**config.mk**
```make
export PLATFORM = sky130hd
export DESIGN_NAME = ysyx_23060072_wbu
export DESIGN_NICKNAME = d
export VERILOG_FILES = /design/src/rtl/ysyx_23060072_wbu_pkg.sv /design/src/rtl/ysyx_23060072_ld_ext.sv /design/src/rtl/ysyx_23060072_wbu.sv
export SDC_FILE = /design/constraint.sdc
export NUM_CORES = 1
export LEC_CHECK = 0
export BUFFER_PORTS_ARGS = -buffer_cell sky130_fd_sc_hd__buf_2
export CORE_MARGIN = 2
export CORE_UTILIZATION = 35
export DETAILED_ROUTE_END_ITERATION = 8
export MAX_ROUTING_LAYER = met4
export PLACE_DENSITY = 0.73
export SYNTH_ARGS = -nofsm -noshare
export SYNTH_HDL_FRONTEND = slang
export SYNTH_SLANG_ARGS = --single-unit
```
**constraint.sdc**
```tcl
create_clock -name clk -period 4.03 [get_ports clk]
set_clock_uncertainty 0.2 [all_clocks]
set_input_delay 0.403 -clock clk [delete_from_list [all_inputs] [get_ports clk]]
set_output_delay 0.403 -clock clk [all_outputs]
set_load 0.005 [all_outputs]
```
**src/rtl/ysyx_23060072_wbu_pkg.sv**
```systemverilog
// ---------------------------------------------------------------------------
// ysyx_23060072_wbu_pkg
//   Shared definitions for the writeback unit:
//     - default datapath / register-address widths
//     - load-type encodings (RISC-V funct3 of the load instruction)
//     - writeback FSM state encoding
// ---------------------------------------------------------------------------
package ysyx_23060072_wbu_pkg;

   localparam int DATA_W_DEF = 32;
   localparam int REG_AW_DEF = 5;

   // Load types, funct3 encoding. Values 3, 6 and 7 are not loads and
   // fall through to a raw-word write.
   localparam logic [2:0] LD_LB  = 3'd0;
   localparam logic [2:0] LD_LH  = 3'd1;
   localparam logic [2:0] LD_LW  = 3'd2;
   localparam logic [2:0] LD_LBU = 3'd4;
   localparam logic [2:0] LD_LHU = 3'd5;

   typedef enum logic [1:0] {
      WBU_IDLE     = 2'd0,
      WBU_WAIT_MEM = 2'd1,
      WBU_WRITE    = 2'd2
   } wbu_state_e;

endpackage : ysyx_23060072_wbu_pkg

```
**src/rtl/ysyx_23060072_ld_ext.sv**
```systemverilog
// ---------------------------------------------------------------------------
// ysyx_23060072_ld_ext
//   Purely combinational load-data aligner / extender.
//   Ports:
//     ld_type_i [2:0]   funct3 of the load (LB/LH/LW/LBU/LHU)
//     addr_lo_i [1:0]   byte offset of the load address inside the word
//     rdata_i   [W-1:0] raw aligned word returned by memory
//     data_o    [W-1:0] value to write into the register file
//   Bytes are picked by addr_lo, halfwords by addr_lo[1] only (addr_lo[0]
//   is assumed zero for halfwords). LW and unknown types pass the word.
// ---------------------------------------------------------------------------
module ysyx_23060072_ld_ext
   import ysyx_23060072_wbu_pkg::*;
#(
   parameter int DATA_W = DATA_W_DEF
) (
   input  logic [2:0]        ld_type_i,
   input  logic [1:0]        addr_lo_i,
   input  logic [DATA_W-1:0] rdata_i,
   output logic [DATA_W-1:0] data_o
);

   logic [7:0]  byte_sel;
   logic [15:0] half_sel;

   always_comb begin
      byte_sel = 8'h00;
      case (addr_lo_i)
         2'd0:    byte_sel = rdata_i[7:0];
         2'd1:    byte_sel = rdata_i[15:8];
         2'd2:    byte_sel = rdata_i[23:16];
         default: byte_sel = rdata_i[31:24];
      endcase

      half_sel = addr_lo_i[1] ? rdata_i[31:16] : rdata_i[15:0];

      data_o = rdata_i;
      case (ld_type_i)
         LD_LB:   data_o = {{(DATA_W-8){byte_sel[7]}}, byte_sel};
         LD_LH:   data_o = {{(DATA_W-16){half_sel[15]}}, half_sel};
         LD_LW:   data_o = rdata_i;
         LD_LBU:  data_o = {{(DATA_W-8){1'b0}}, byte_sel};
         LD_LHU:  data_o = {{(DATA_W-16){1'b0}}, half_sel};
         default: data_o = rdata_i;
      endcase
   end

endmodule : ysyx_23060072_ld_ext

```
**src/rtl/ysyx_23060072_wbu.sv**
```systemverilog
// ---------------------------------------------------------------------------
// ysyx_23060072_wbu
//   Writeback stage between execute/LSU and the register file.
//   Ports:
//     clk, rst_n          clock, synchronous active-low reset
//     ex_*                retiring instruction from execute (valid/ready)
//     mem_rvalid_i/rdata  one-cycle load response from memory
//     wb_reg_addr_o       register file write address      (registered)
//     wb_flag_o           register file write enable pulse (registered)
//     wb_wdata_o          register file write data         (registered)
//     wb_commit_o         instruction retired pulse        (registered)
//     wb_busy_o           a load is outstanding            (registered)
//     dbg_state_o         current FSM state, for observation only
//
//   Handshake: a transfer happens on a rising edge where ex_valid_i and
//   ex_ready_o are both high. ex_ready_o depends on the state register only
//   (high in IDLE and WRITE), never on ex_valid_i, so execute may hold
//   valid and stream one instruction per cycle while we sit in WRITE.
// ---------------------------------------------------------------------------
module ysyx_23060072_wbu
   import ysyx_23060072_wbu_pkg::*;
#(
   parameter int DATA_W = DATA_W_DEF,
   parameter int REG_AW = REG_AW_DEF
) (
   input  logic              clk,
   input  logic              rst_n,
   input  logic              ex_valid_i,
   output logic              ex_ready_o,
   input  logic [REG_AW-1:0] ex_rd_i,
   input  logic              ex_rd_we_i,
   input  logic [DATA_W-1:0] ex_alu_res_i,
   input  logic              ex_is_load_i,
   input  logic [2:0]        ex_ld_type_i,
   input  logic [1:0]        ex_addr_lo_i,
   input  logic              mem_rvalid_i,
   input  logic [DATA_W-1:0] mem_rdata_i,
   output logic [REG_AW-1:0] wb_reg_addr_o,
   output logic              wb_flag_o,
   output logic [DATA_W-1:0] wb_wdata_o,
   output logic              wb_commit_o,
   output logic              wb_busy_o,
   output logic [1:0]        dbg_state_o
);

   wbu_state_e        state_q,     state_d;
   logic [REG_AW-1:0] ld_rd_q,     ld_rd_d;
   logic              ld_we_q,     ld_we_d;
   logic [2:0]        ld_type_q,   ld_type_d;
   logic [1:0]        ld_lo_q,     ld_lo_d;
   logic [REG_AW-1:0] reg_addr_q,  reg_addr_d;
   logic              flag_q,      flag_d;
   logic [DATA_W-1:0] wdata_q,     wdata_d;
   logic              commit_q,    commit_d;
   logic              busy_q,      busy_d;

   logic              accept;
   logic [DATA_W-1:0] ext_data;

   // Extraction uses the latched load attributes, not the live ex_* inputs,
   // since execute has moved on by the time the response arrives.
   ysyx_23060072_ld_ext #(
      .DATA_W (DATA_W)
   ) u_ld_ext (
      .ld_type_i (ld_type_q),
      .addr_lo_i (ld_lo_q),
      .rdata_i   (mem_rdata_i),
      .data_o    (ext_data)
   );

   assign ex_ready_o  = (state_q == WBU_IDLE) || (state_q == WBU_WRITE);
   assign accept      = ex_valid_i && ex_ready_o;
   assign dbg_state_o = state_q;

   always_comb begin
      state_d    = state_q;
      ld_rd_d    = ld_rd_q;
      ld_we_d    = ld_we_q;
      ld_type_d  = ld_type_q;
      ld_lo_d    = ld_lo_q;
      reg_addr_d = reg_addr_q;
      wdata_d    = wdata_q;
      flag_d     = 1'b0;
      commit_d   = 1'b0;

      case (state_q)
         WBU_IDLE, WBU_WRITE: begin
            state_d = WBU_IDLE;
            if (accept) begin
               if (ex_is_load_i) begin
                  // A response in this same cycle belongs to nothing we
                  // own yet, so it is deliberately not looked at here.
                  state_d   = WBU_WAIT_MEM;
                  ld_rd_d   = ex_rd_i;
                  ld_we_d   = ex_rd_we_i;
                  ld_type_d = ex_ld_type_i;
                  ld_lo_d   = ex_addr_lo_i;
               end else begin
                  state_d    = WBU_WRITE;
                  commit_d   = 1'b1;
                  flag_d     = ex_rd_we_i && (ex_rd_i != '0);
                  reg_addr_d = ex_rd_i;
                  wdata_d    = ex_alu_res_i;
               end
            end
         end
         WBU_WAIT_MEM: begin
            if (mem_rvalid_i) begin
               state_d    = WBU_WRITE;
               commit_d   = 1'b1;
               flag_d     = ld_we_q && (ld_rd_q != '0);
               reg_addr_d = ld_rd_q;
               wdata_d    = ext_data;
            end
         end
         default: state_d = WBU_IDLE;
      endcase

      busy_d = (state_d == WBU_WAIT_MEM);
   end

   always_ff @(posedge clk) begin
      if (!rst_n) begin
         state_q    <= WBU_IDLE;
         ld_rd_q    <= '0;
         ld_we_q    <= 1'b0;
         ld_type_q  <= 3'd0;
         ld_lo_q    <= 2'd0;
         reg_addr_q <= '0;
         flag_q     <= 1'b0;
         wdata_q    <= '0;
         commit_q   <= 1'b0;
         busy_q     <= 1'b0;
      end else begin
         state_q    <= state_d;
         ld_rd_q    <= ld_rd_d;
         ld_we_q    <= ld_we_d;
         ld_type_q  <= ld_type_d;
         ld_lo_q    <= ld_lo_d;
         reg_addr_q <= reg_addr_d;
         flag_q     <= flag_d;
         wdata_q    <= wdata_d;
         commit_q   <= commit_d;
         busy_q     <= busy_d;
      end
   end

   assign wb_reg_addr_o = reg_addr_q;
   assign wb_flag_o     = flag_q;
   assign wb_wdata_o    = wdata_q;
   assign wb_commit_o   = commit_q;
   assign wb_busy_o     = busy_q;

endmodule : ysyx_23060072_wbu
```
==> results of run 1 <==
registers in the layout (all words and copies together) (netlist names), 2 cells and up:
| name | cells |
|---|---|
| dbg_state_o | 2 |
| ld_rd_q | 5 |
| wb_wdata_o | 32 |
| wb_reg_addr_o | 5 |
| ld_lo_q | 2 |
| ld_type_q | 3 |
cell usage after synthesis:
| library cell | number |
|---|---|
| o2111ai_1 | 1 |
| nor2b_1 | 5 |
| nor3_1 | 3 |
| a2111oi_0 | 15 |
| and2_1 | 1 |
| a221oi_1 | 18 |
| or3b_4 | 1 |
| nor4bb_1 | 1 |
| o211ai_1 | 8 |
| buf_6 | 2 |
| clkbuf_2 | 1 |
| nand3b_1 | 10 |
| and3_1 | 1 |
| a2111oi_1 | 1 |
| o311ai_0 | 1 |
| a21oi_1 | 21 |
| clkbuf_1 | 22 |
| dfxtp_1 | 53 |
| a22oi_1 | 4 |
| nand2b_1 | 8 |
| or3_1 | 1 |
| o21ai_0 | 32 |
| o21a_1 | 1 |
| o22ai_1 | 16 |
| and2b_1 | 1 |
| o311a_1 | 4 |
| nor4b_1 | 1 |
| nand2_1 | 44 |
| nor3b_1 | 8 |
| nor4_4 | 1 |
| a311oi_1 | 5 |
| mux2_2 | 4 |
| buf_2 | 8 |
| mux2i_1 | 5 |
| nor4_1 | 2 |
| clkinv_1 | 1 |
| inv_1 | 20 |
| or4_1 | 2 |
| nand3_1 | 2 |
| nor2_1 | 20 |
routing by layer:
| layer | global-route usage | wire (um) | up-vias |
|---|---|---|---|
| li1 | - | - | 1517 |
| met3 | 0.03371 | 772 | 22 |
| met4 | 0.06159 | 224 | 0 |
| met1 | 0.2843 | 4098 | 1512 |
| met5 | - | 0 | - |
| met2 | 0.3345 | 4315 | 149 |
worst max-delay path, stage by stage, from the launching register on:
cell       delay [ns]
dfxtp_1          0.53
buf_4            0.30
mux2i_1          0.17
nor4_2           1.09
a2111oi_0        0.18
o22ai_1          0.17
where the power goes:
| part | switching [uW] | internal (uW) | leakage (uW) |
|---|---|---|---|
| logic | 145 | 109 | 0.000986 |
| clock network | 181 | 187 | 0.0000554 |
| registers | 23.2 | 560 | 0.000435 |
| total | 349 | 857 | 0.00148 |
per-stage QoR:
step,worst slack [ns],hold WS (ns),cell area [um^2],cells,util
after floorplan,2.075,0.2366,2835,355,-
after global placement,1.534,0.2433,3477,552,0.4454
after detailed placement,1.427,0.2613,3477,552,0.4454
after CTS,1.397,0.1376,3588,560,0.4596
after global routing,1.113,0.1548,3588,560,0.4596
final,1.306,0.1485,3588,560,0.4596
cell families after synthesis:
| family | share of synthesized area |
|---|---|
| AO/OA/AOI/OAI | 0.3045 |
| buffers and inverters | 0.08076 |
| AND/OR/NAND/NOR | 0.2070 |
| multiplexers | 0.03354 |
| flip-flops | 0.3742 |
cell type report:
class                   count  area [um^2]  share of cell area
clock buffers               6        72.57             0.02022
clock inverters             2        38.79             0.01081
inverters                  21        78.83             0.02197
multi-input cells         248         1554              0.4331
flip-flops and latches     53         1061              0.2957
well taps                 102        127.6             0.03556
repair buffers            128        655.6              0.1827
final timing paths:
check,slack (ns),to,start
worst min register to register,0.27,wb_wdata_o[12]$_SDFFE_PN0P_,wb_wdata_o[12]$_SDFFE_PN0P_
worst max register to register,1.31,wb_wdata_o[16]$_SDFFE_PN0P_,ld_lo_q[1]$_SDFFE_PN0P_
worst min-delay path,0.15,ld_we_q$_SDFFE_PN0P_,ex_rd_we_i
worst max-delay path,1.31,wb_wdata_o[16]$_SDFFE_PN0P_,ld_lo_q[1]$_SDFFE_PN0P_
==> out/qor.csv, run 1 <==
stage,metric,value,unit
cells_and_area,area_growth,26.57,%
clocking,cts_tree,yes,
flow_run,cap_viol_max_count,0,
worst_setup_path,critPathLaunchType,flip-flop,
cells_and_area,final_nets,537,
place,portBuffers,122,
clocking,cts_hold_buffers,0,
worst_setup_path,worst-setup-path-type,reg -> reg,
die,num_io_pins,123,
die,initial_utilization,0.3631,
synthesis,synth-seq-cells,53,
worst_setup_path,arrival,2.75,ns
worst_setup_path,path_max_fanout,16,
clocking,ctsResizeCount,0,
sta,min_period,2.724,ns
synthesis,synth_area_leaders,"dfxtp_1 (37%), nand2_1 (5.8%), o21ai_0 (5.6%), a221oi_1 (5.6%), a2111oi_0 (4.6%)",
sta,timing.final.crit_share,0.6759,
global_route,grt_use_total,0.2129,
clocking,cts_made_buffers,5,
clocking,cts_buffer_depth,2,
synthesis,syn_area_per_cell,7.987,um^2
die,rows,32,
pwr,peakVddDrop,0.1637,mV
sta,hold_violations,0,
route,dr.pass1.iters,5,
route,drc,0,
cells_and_area,drive_above_1_share,0.3122,
pwr,finalPower,1205,uW
die,core_area,7807,um^2
clocking,htreeDepth,2,
worst_setup_path,critPathCaptureType,flip-flop,
sta,tightest_slew,1.327,ns
cells_and_area,fillers,794,
sta,finalMaxSlewViolations,0,
worst_setup_path,r2r_cells,5,
sta,finalSetupTns,0,ns
sta,slew_headroom,0.1080,
synthesis,ys_types,40,
route,wl_per_cell,16.80,um
route,num_vias,3200,
global_route,grt_max_degree,51,
place,dp_hpwl,6.862,mm
place,globalplace.congestion,0.8928,
route,drt_iter0_drc,253,
pwr,power-per-cell-area,335.9,nW/um^2
route,routed_wl,9.410,mm
synthesis,ys.warnings.count,0,
status,outcome,"finished, final reports clean",
die,dieArea,8837,um^2
min_path,hold_class,in -> reg,
global_route,antenna_found_initial,0,
cells_and_area,final_cell_mix,"buf_2 (122), dfxtp_1 (53), nand2_1 (44)",
synthesis,synth_top_area_frac,0.3742,
sta,fmax,0.3671,GHz
cells_and_area,antenna_cells,0,
route,antenna_left,0,
synthesis,synth_fp_nets,435,
global_route,grt_pass1_wl,14.52,mm
worst_setup_path,required,4.06,ns
cells_and_area,layout_commonest_cell,buf_2,
clocking,cts_setup_buffers,0,
clocking,clk_latency,0.30,ns
synthesis,synth_largest_area_cell,dfxtp_1,
global_route,grt_pass1_vias,2945,
synthesis,postSynthCellCount,355,
clocking,cts_root_buf,clkbuf_8,
pwr,total_leakage_power,0.001476,uW
sta,rsz0062_at_grt,no,
synthesis,ys_seq_area_frac,0.3742,
synthesis,syn_area,2835,um^2
clocking,clkTransAtPathRegs,0.10,ns
route,vias_per_cell,5.714,
die,die_w,94.01,um
die,die_y,94.01,um
min_path,hold_depth,3,
clocking,cts_sinks,53,
global_route,grt_overflow_total,0,
sta,setup_viol,0,
Note: power is estimated with default switching activity, not from simulation.
==> inputs of run 2 (changes only) <==
clock period = 2.8 ns   (was 4.03 ns; I/O delays follow)
==> run 2 against run 1 <==
Compared with the run above: via count decreased by 2.5%; first-iteration DRC count decreased by 16%; worst setup slack got worse by 0.80 ns; routed wire length decreased by 1.8%; sequential share of layout area decreased by 0.67 points.
==> out/qor.csv, run 2 (synthesized netlist as in run 1, its figures left out) <==
stage,metric,value,unit,change
clocking,ctsResizeCount,0,,unchanged
sta,setup_viol,0,,unchanged
worst_setup_path,critPathSlowestCell,dfxtp_1,,
worst_setup_path,cp-startpoint,ld_lo_q[1]$_SDFFE_PN0P_,,
sta,setup_slack,0.5099,ns,-0.7963 ns
route,antenna_left,0,,unchanged
cells_and_area,drive_above_1_share,0.3233,,+0.01105
cells_and_area,final_nets,543,,+1.1%
clocking,htreeDepth,2,,unchanged
route,vias_per_cell,5.504,,-3.7%
worst_setup_path,critPathCaptureType,flip-flop,,
min_path,min_from,ex_addr_lo_i[0],,
global_route,grt_use_total,0.2114,,-0.001476
cells_and_area,final_cell_mix,"buf_2 (122), dfxtp_1 (53), nand2_1 (44)",,
place,portBuffers,122,,unchanged
worst_setup_path,max_stage_delay,0.68,ns,-0.41 ns
sta,fmax,0.4367,GHz,+19%
global_route,grt_max_degree,40,,-22%
die,dieArea,8837,um^2,unchanged
worst_setup_path,r2r_cells,5,,unchanged
place,globalplace.congestion,0.8809,,-1.3%
pwr,total_leakage_power,0.001522,uW,+3.1%
global_route,grt_pass1_vias,2983,,+1.3%
clocking,cts_root_buf,clkbuf_8,,
sta,timing.final.crit_share,0.8179,,+0.1420
worst_setup_path,worst-setup-path-type,reg -> reg,,
cells_and_area,fillers,809,,+1.9%
die,die_y,94.01,um,unchanged
route,num_vias,3121,,-2.5%
worst_setup_path,critPathLaunchType,flip-flop,,
die,core_area,7807,um^2,unchanged
clocking,cts_tree,yes,,
pwr,finalPower,1829,uW,+52%
worst_setup_path,r2r_end,wb_wdata_o[30]$_SDFFE_PN0P_,,
cells_and_area,area_growth,29.48,%,
status,outcome,"finished, final reports clean",,
route,wl_per_cell,16.29,um,-3.0%
sta,tightest_slew,0.6002,ns,-0.7268 ns
global_route,grt_pass1_wl,14.42,mm,-0.66%
sta,min_period,2.290,ns,-0.4337 ns
route,drc,0,,unchanged
sta,slew_headroom,0.5993,,+0.4913
worst_setup_path,path_cells,"mux2i_1, nor4_2, buf_4, a2111oi_0, o22ai_1",,
sta,hold_violations,0,,unchanged
route,routed_wl,9.239,mm,-1.8%
clocking,clk_latency,0.31,ns,about the same
clocking,clkTransAtPathRegs,0.11,ns,about the same
worst_setup_path,path_max_fanout,16,,unchanged
flow_run,cap_viol_max_count,0,,unchanged
sta,rsz0062_at_grt,no,,
sta,finalSetupTns,0,ns,unchanged
worst_setup_path,arrival,2.27,ns,-0.48 ns
place,dp_hpwl,6.915,mm,+0.78%
cells_and_area,layout_commonest_cell,buf_2,,
worst_setup_path,timing.rr.start,ld_lo_q[1]$_SDFFE_PN0P_,,
cells_and_area,largest_reg_flops,32,,unchanged
cells_and_area,fin_util,0.4702,,+0.01058
route,dr.pass1.iters,5,,unchanged
clocking,cts_made_buffers,5,,unchanged
die,rows,32,,unchanged
die,initial_utilization,0.3631,,unchanged
place,dp_slack,0.5482,ns,-0.8787 ns
clocking,cts_buffer_depth,2,,unchanged
worst_setup_path,required,2.78,ns,-1.28 ns
die,die_w,94.01,um,unchanged
global_route,grt_overflow_total,0,,unchanged
die,num_io_pins,123,,unchanged
clocking,cts_setup_buffers,0,,unchanged
sta,finalMaxSlewViolations,0,,unchanged
clocking,cts_sinks,53,,unchanged
pwr,power-per-cell-area,498.2,nW/um^2,+48%
global_route,antenna_found_initial,1,,+1
worst_setup_path,crit_path_end,wb_wdata_o[30]$_SDFFE_PN0P_,,
min_path,hold_class,in -> reg,,
clocking,cts_hold_buffers,0,,unchanged
pwr,peakVddDrop,0.2622,mV,+60%
route,drt_iter0_drc,212,,-16%
worst_setup_path,rrSetupSlack,0.51,ns,-0.80 ns
[run 2: cell types whose count changed in the layout (fill, tap and decap cells not counted)]
cell	previous run	this run
buf_4	6	11
clkinv_2	0	1
buf_12	0	1
bufinv_16	1	2
clkbuf_1	1	0
clkinv_4	1	0
diode_2	0	1
[run 2: per-stage QoR]
stage          cell area [um^2]  hold slack (ns)  cells
2_1_floorplan              2835           0.2160    355
3_3_place_gp               3535           0.2425    558
3_5_place_dp               3535           0.2591    558
4_1_cts                    3669         0.004526    566
5_1_grt                    3671          0.01362    567
6_report                   3671          0.01187    567
[run 2: layout make-up]
cell class | instances | area, um^2 | area share
well taps | 102 | 127.6 | 0.03476
clock buffers | 5 | 68.82 | 0.01875
inverters | 21 | 78.83 | 0.02147
multi-input cells | 248 | 1554 | 0.4233
diodes | 1 | 2.502 | 0.0006817
clock inverters | 3 | 65.06 | 0.01772
repair buffers | 134 | 713.2 | 0.1943
flip-flops and latches | 53 | 1061 | 0.2890
[run 2: worst min-delay path by stage]
stage                                    endpoint  slack (ns)  depth (start not counted)
after floorplan              ld_we_q$_SDFFE_PN0P_        0.22                          2
after CTS                 ld_lo_q[0]$_SDFFE_PN0P_       0.005                          3
after global placement       ld_we_q$_SDFFE_PN0P_        0.24                          2
final                     ld_lo_q[0]$_SDFFE_PN0P_        0.01                          3
after detailed placement     ld_we_q$_SDFFE_PN0P_        0.26                          2
after global routing         ld_we_q$_SDFFE_PN0P_        0.01                          3
[run 2: worst max-delay path, delay by kind of cell (launching register included)]
family | cells | cell delay (ns)
flops | 1 | 0.68
compound gates | 2 | 0.55
mux | 1 | 0.44
buf+inv | 1 | 0.19
simple gates | 1 | 0.08
[run 2: power breakdown]
part	total, uW	internal (uW)	switching, uW	leakage [uW]
Combinational	367	166	201	0.00102
Clock	618	355	262	0.0000681
Sequential	844	806	37.7	0.000435
Total	1830	1330	502	0.00152
[run 2: layer usage]
layer / share of wire / global-route usage / vias to the layer above
li1: - / - / 1531
met1: 0.44 / 0.2778 / 1436
met2: 0.46 / 0.3250 / 142
met3: 0.087 / 0.04815 / 12
met4: 0.019 / 0.06522 / 0
met5: 0 / - / -
==> inputs of run 3 (changes only) <==
clock period = 2.2 ns   (was 2.8 ns; I/O delays follow)
==> run 3 against run 2 <==
Compared with the run above: combinational power rose by 37%; die area did not move; core utilization rose by 1.3 points; critical path type unchanged; largest power group unchanged.
==> out/qor.csv, run 3 (synthesized netlist as in run 1, its figures left out) <==
stage,metric,value,unit,change
status,outcome,"finished, final reports clean",,
pwr,switching_share,0.3047,,+0.03049
cells_and_area,fillers,789,,-2.5%
worst_setup_path,worst-setup-path-type,reg -> reg,,
cells_and_area,stdcell_count,583,,+2.8%
pwr,power-per-cell-area,563.6,nW/um^2,+13%
worst_setup_path,cp.buffers_inverters,1,,unchanged
worst_setup_path,critPathSlowestCell,dfxtp_2,,
cells_and_area,final_cell_mix,"buf_2 (122), dfxtp_1 (52), nand2_1 (44)",,
worst_setup_path,arrival,2.05,ns,-0.22 ns
clocking,cts_buffer_depth,2,,unchanged
route,num_vias,3240,,+3.8%
sta,finalSetupTns,0,ns,unchanged
route,routed_wl,9.636,mm,+4.3%
global_route,grt_overflow_total,0,,unchanged
sta,fmax,0.4844,GHz,+11%
cells_and_area,design_area,3769,um^2,+2.7%
global_route,grt_max_degree,29,,-28%
cells_and_area,layout_commonest_cell,buf_2,,
cells_and_area,drive_above_1_share,0.3202,,-0.003110
die,num_io_pins,123,,unchanged
sta,rsz0062_at_grt,no,,
die,core_area,7807,um^2,unchanged
cells_and_area,multi_input_area,1556,um^2,+0.16%
clocking,cts_root_buf,clkbuf_8,,
worst_setup_path,critPathLaunchType,flip-flop,,
sta,slew_headroom,0.6235,,+0.02418
clocking,clkTransAtPathRegs,0.10,ns,about the same
cells_and_area,final_nets,560,,+3.1%
sta,hold_violations,0,,unchanged
route,drc,0,,unchanged
cells_and_area,largest_reg_flops,32,,unchanged
cells_and_area,area_growth,32.92,%,
route,vias_per_cell,5.557,,+0.96%
cells_and_area,seqCellArea,1062,um^2,+0.12%
sta,finalMaxSlewViolations,0,,unchanged
global_route,grt_use_total,0.2205,,+0.009039
die,die_y,94.01,um,unchanged
place,placed_cells,562,,+0.72%
pwr,pwr-share-seq,0.502,,+0.041
die,initial_utilization,0.3631,,unchanged
place,placed_area,3552,um^2,+0.50%
global_route,antenna_found_initial,0,,-1
pwr,internal_power,1477,uW,+11%
place,dp_hpwl,7.079,mm,+2.4%
worst_setup_path,path_cells,"mux2i_1, nor4_2, buf_4, a2111oi_0, o22ai_1",,
global_route,grt_pass1_vias,3064,,+2.7%
cells_and_area,fin_util,0.4827,,+0.01250
pwr,p_switching,647.3,uW,+29%
route,drt_iter0_drc,282,,+33%
sta,setup_viol,0,,unchanged
pwr,combPwrFrac,0.236,,+0.035
sta,timing.final.crit_share,0.9383,,+0.1204
clocking,cts_tree,yes,,
route,wl_per_cell,16.53,um,+1.4%
worst_setup_path,required,2.18,ns,-0.60 ns
place,portBuffers,122,,unchanged
pwr,total_leakage_power,0.001570,uW,+3.2%
die,die_w,94.01,um,unchanged
clocking,clk_latency,0.31,ns,about the same
worst_setup_path,critPathCaptureType,flip-flop,,
flow_run,cap_viol_max_count,0,,unchanged
clocking,cts_setup_buffers,0,,unchanged
sta,min_period,2.064,ns,-0.2258 ns
clocking,htreeDepth,2,,unchanged
die,rows,32,,unchanged
route,dr.pass1.iters,5,,unchanged
pwr,clkPwrFrac,0.263,,-0.075
place,globalplace.congestion,0.9162,,+4.0%
min_path,hold_class,in -> reg,,
global_route,grt_pass1_wl,14.94,mm,+3.6%
worst_setup_path,crit_family,compound AO/OA/AOI/OAI gates,,
worst_setup_path,path_max_fanout,16,,unchanged
route,antenna_left,0,,unchanged
sta,tightest_slew,0.5505,ns,-0.04969 ns
clocking,cts_sinks,53,,unchanged
worst_setup_path,max_stage_delay,0.48,ns,-0.20 ns
clocking,cts_made_buffers,5,,unchanged
die,dieArea,8837,um^2,unchanged
cells_and_area,antenna_cells,0,,-1
pwr,peakVddDrop,0.3681,mV,+40%
## run 3: cell types whose count changed in the layout (fill, tap and decap cells not counted)
cell	change
a2111oi_0	-2
clkinv_2	+1
dfxtp_1	-1
dlygate4sd3_1	+13
buf_12	-1
bufinv_16	-2
dfxtp_2	+1
a2111oi_1	+2
clkbuf_1	+1
diode_2	-1
buf_4	+5
## run 3: path summary, 6_finish.rpt
kind | cells past startpoint | startpoint | end | slack [ns]
worst max-delay path | 5 | ld_lo_q[1]$_SDFFE_PN0P_ | wb_wdata_o[29]$_SDFFE_PN0P_ | 0.14
worst min-delay path | 3 | ex_alu_res_i[5] | wb_wdata_o[5]$_SDFFE_PN0P_ | 0.001
worst max register to register | 5 | ld_lo_q[1]$_SDFFE_PN0P_ | wb_wdata_o[29]$_SDFFE_PN0P_ | 0.14
worst min register to register | 2 | ld_rd_q[1]$_SDFFE_PN0P_ | ld_rd_q[1]$_SDFFE_PN0P_ | 0.27
## run 3: power by group through the flow
stage | clock network (uW) | registers [uW] | logic [uW]
4_1_cts | 571 | 1070 | 499
5_1_grt | 610 | 1070 | 550
3_5_place_dp | 0 | 1090 | 479
6_report | 558 | 1070 | 501
2_1_floorplan | 0 | 1090 | 255
3_3_place_gp | 0 | 1090 | 471
## run 3: what timing repair did
action	4_1_cts	5_1_grt
hold endpoints to repair	18	0
setup endpoints to repair	0	17
hold buffers	13	0
resized for setup	0	3
## run 3: stage by stage
step	hold WS, ns	total power [uW]	worst slack (ns)
floorplan	0.1560	1342	0.2454
global placement	0.2435	1556	0.1640
detailed placement	0.2626	1566	0.03220
CTS	0.0004224	2134	0.01123
global route	0.01086	2234	0.007513
finish	0.001357	2124	0.1357
## run 3: worst reg2reg max path, delay by kind of cell (launching register included)
kind / cells / cell delay, ns
AOI/OAI and AO/OA: 2 / 0.57
DFF: 1 / 0.48
muxes: 1 / 0.41
buffers and inverters: 1 / 0.19
and+or+nand+nor: 1 / 0.08
## run 3: final cells by class
type | count | share of cell area
Timing Repair Buffer | 151 | 0.2284
Clock buffer | 6 | 0.01926
Inverter | 21 | 0.02092
Tap cell | 102 | 0.03386
Multi-Input combinational cell | 248 | 0.4130
Clock inverter | 2 | 0.002656
Sequential cell | 53 | 0.2819
## run 3: routing by layer
layer  vias up  global-route usage  part of all wire
li1       1560                   -                 -
met1      1498              0.2778              0.42
met2       157              0.3494              0.46
met3        25             0.05297             0.093
met4         0             0.07126             0.026
met5         -                   -                 0
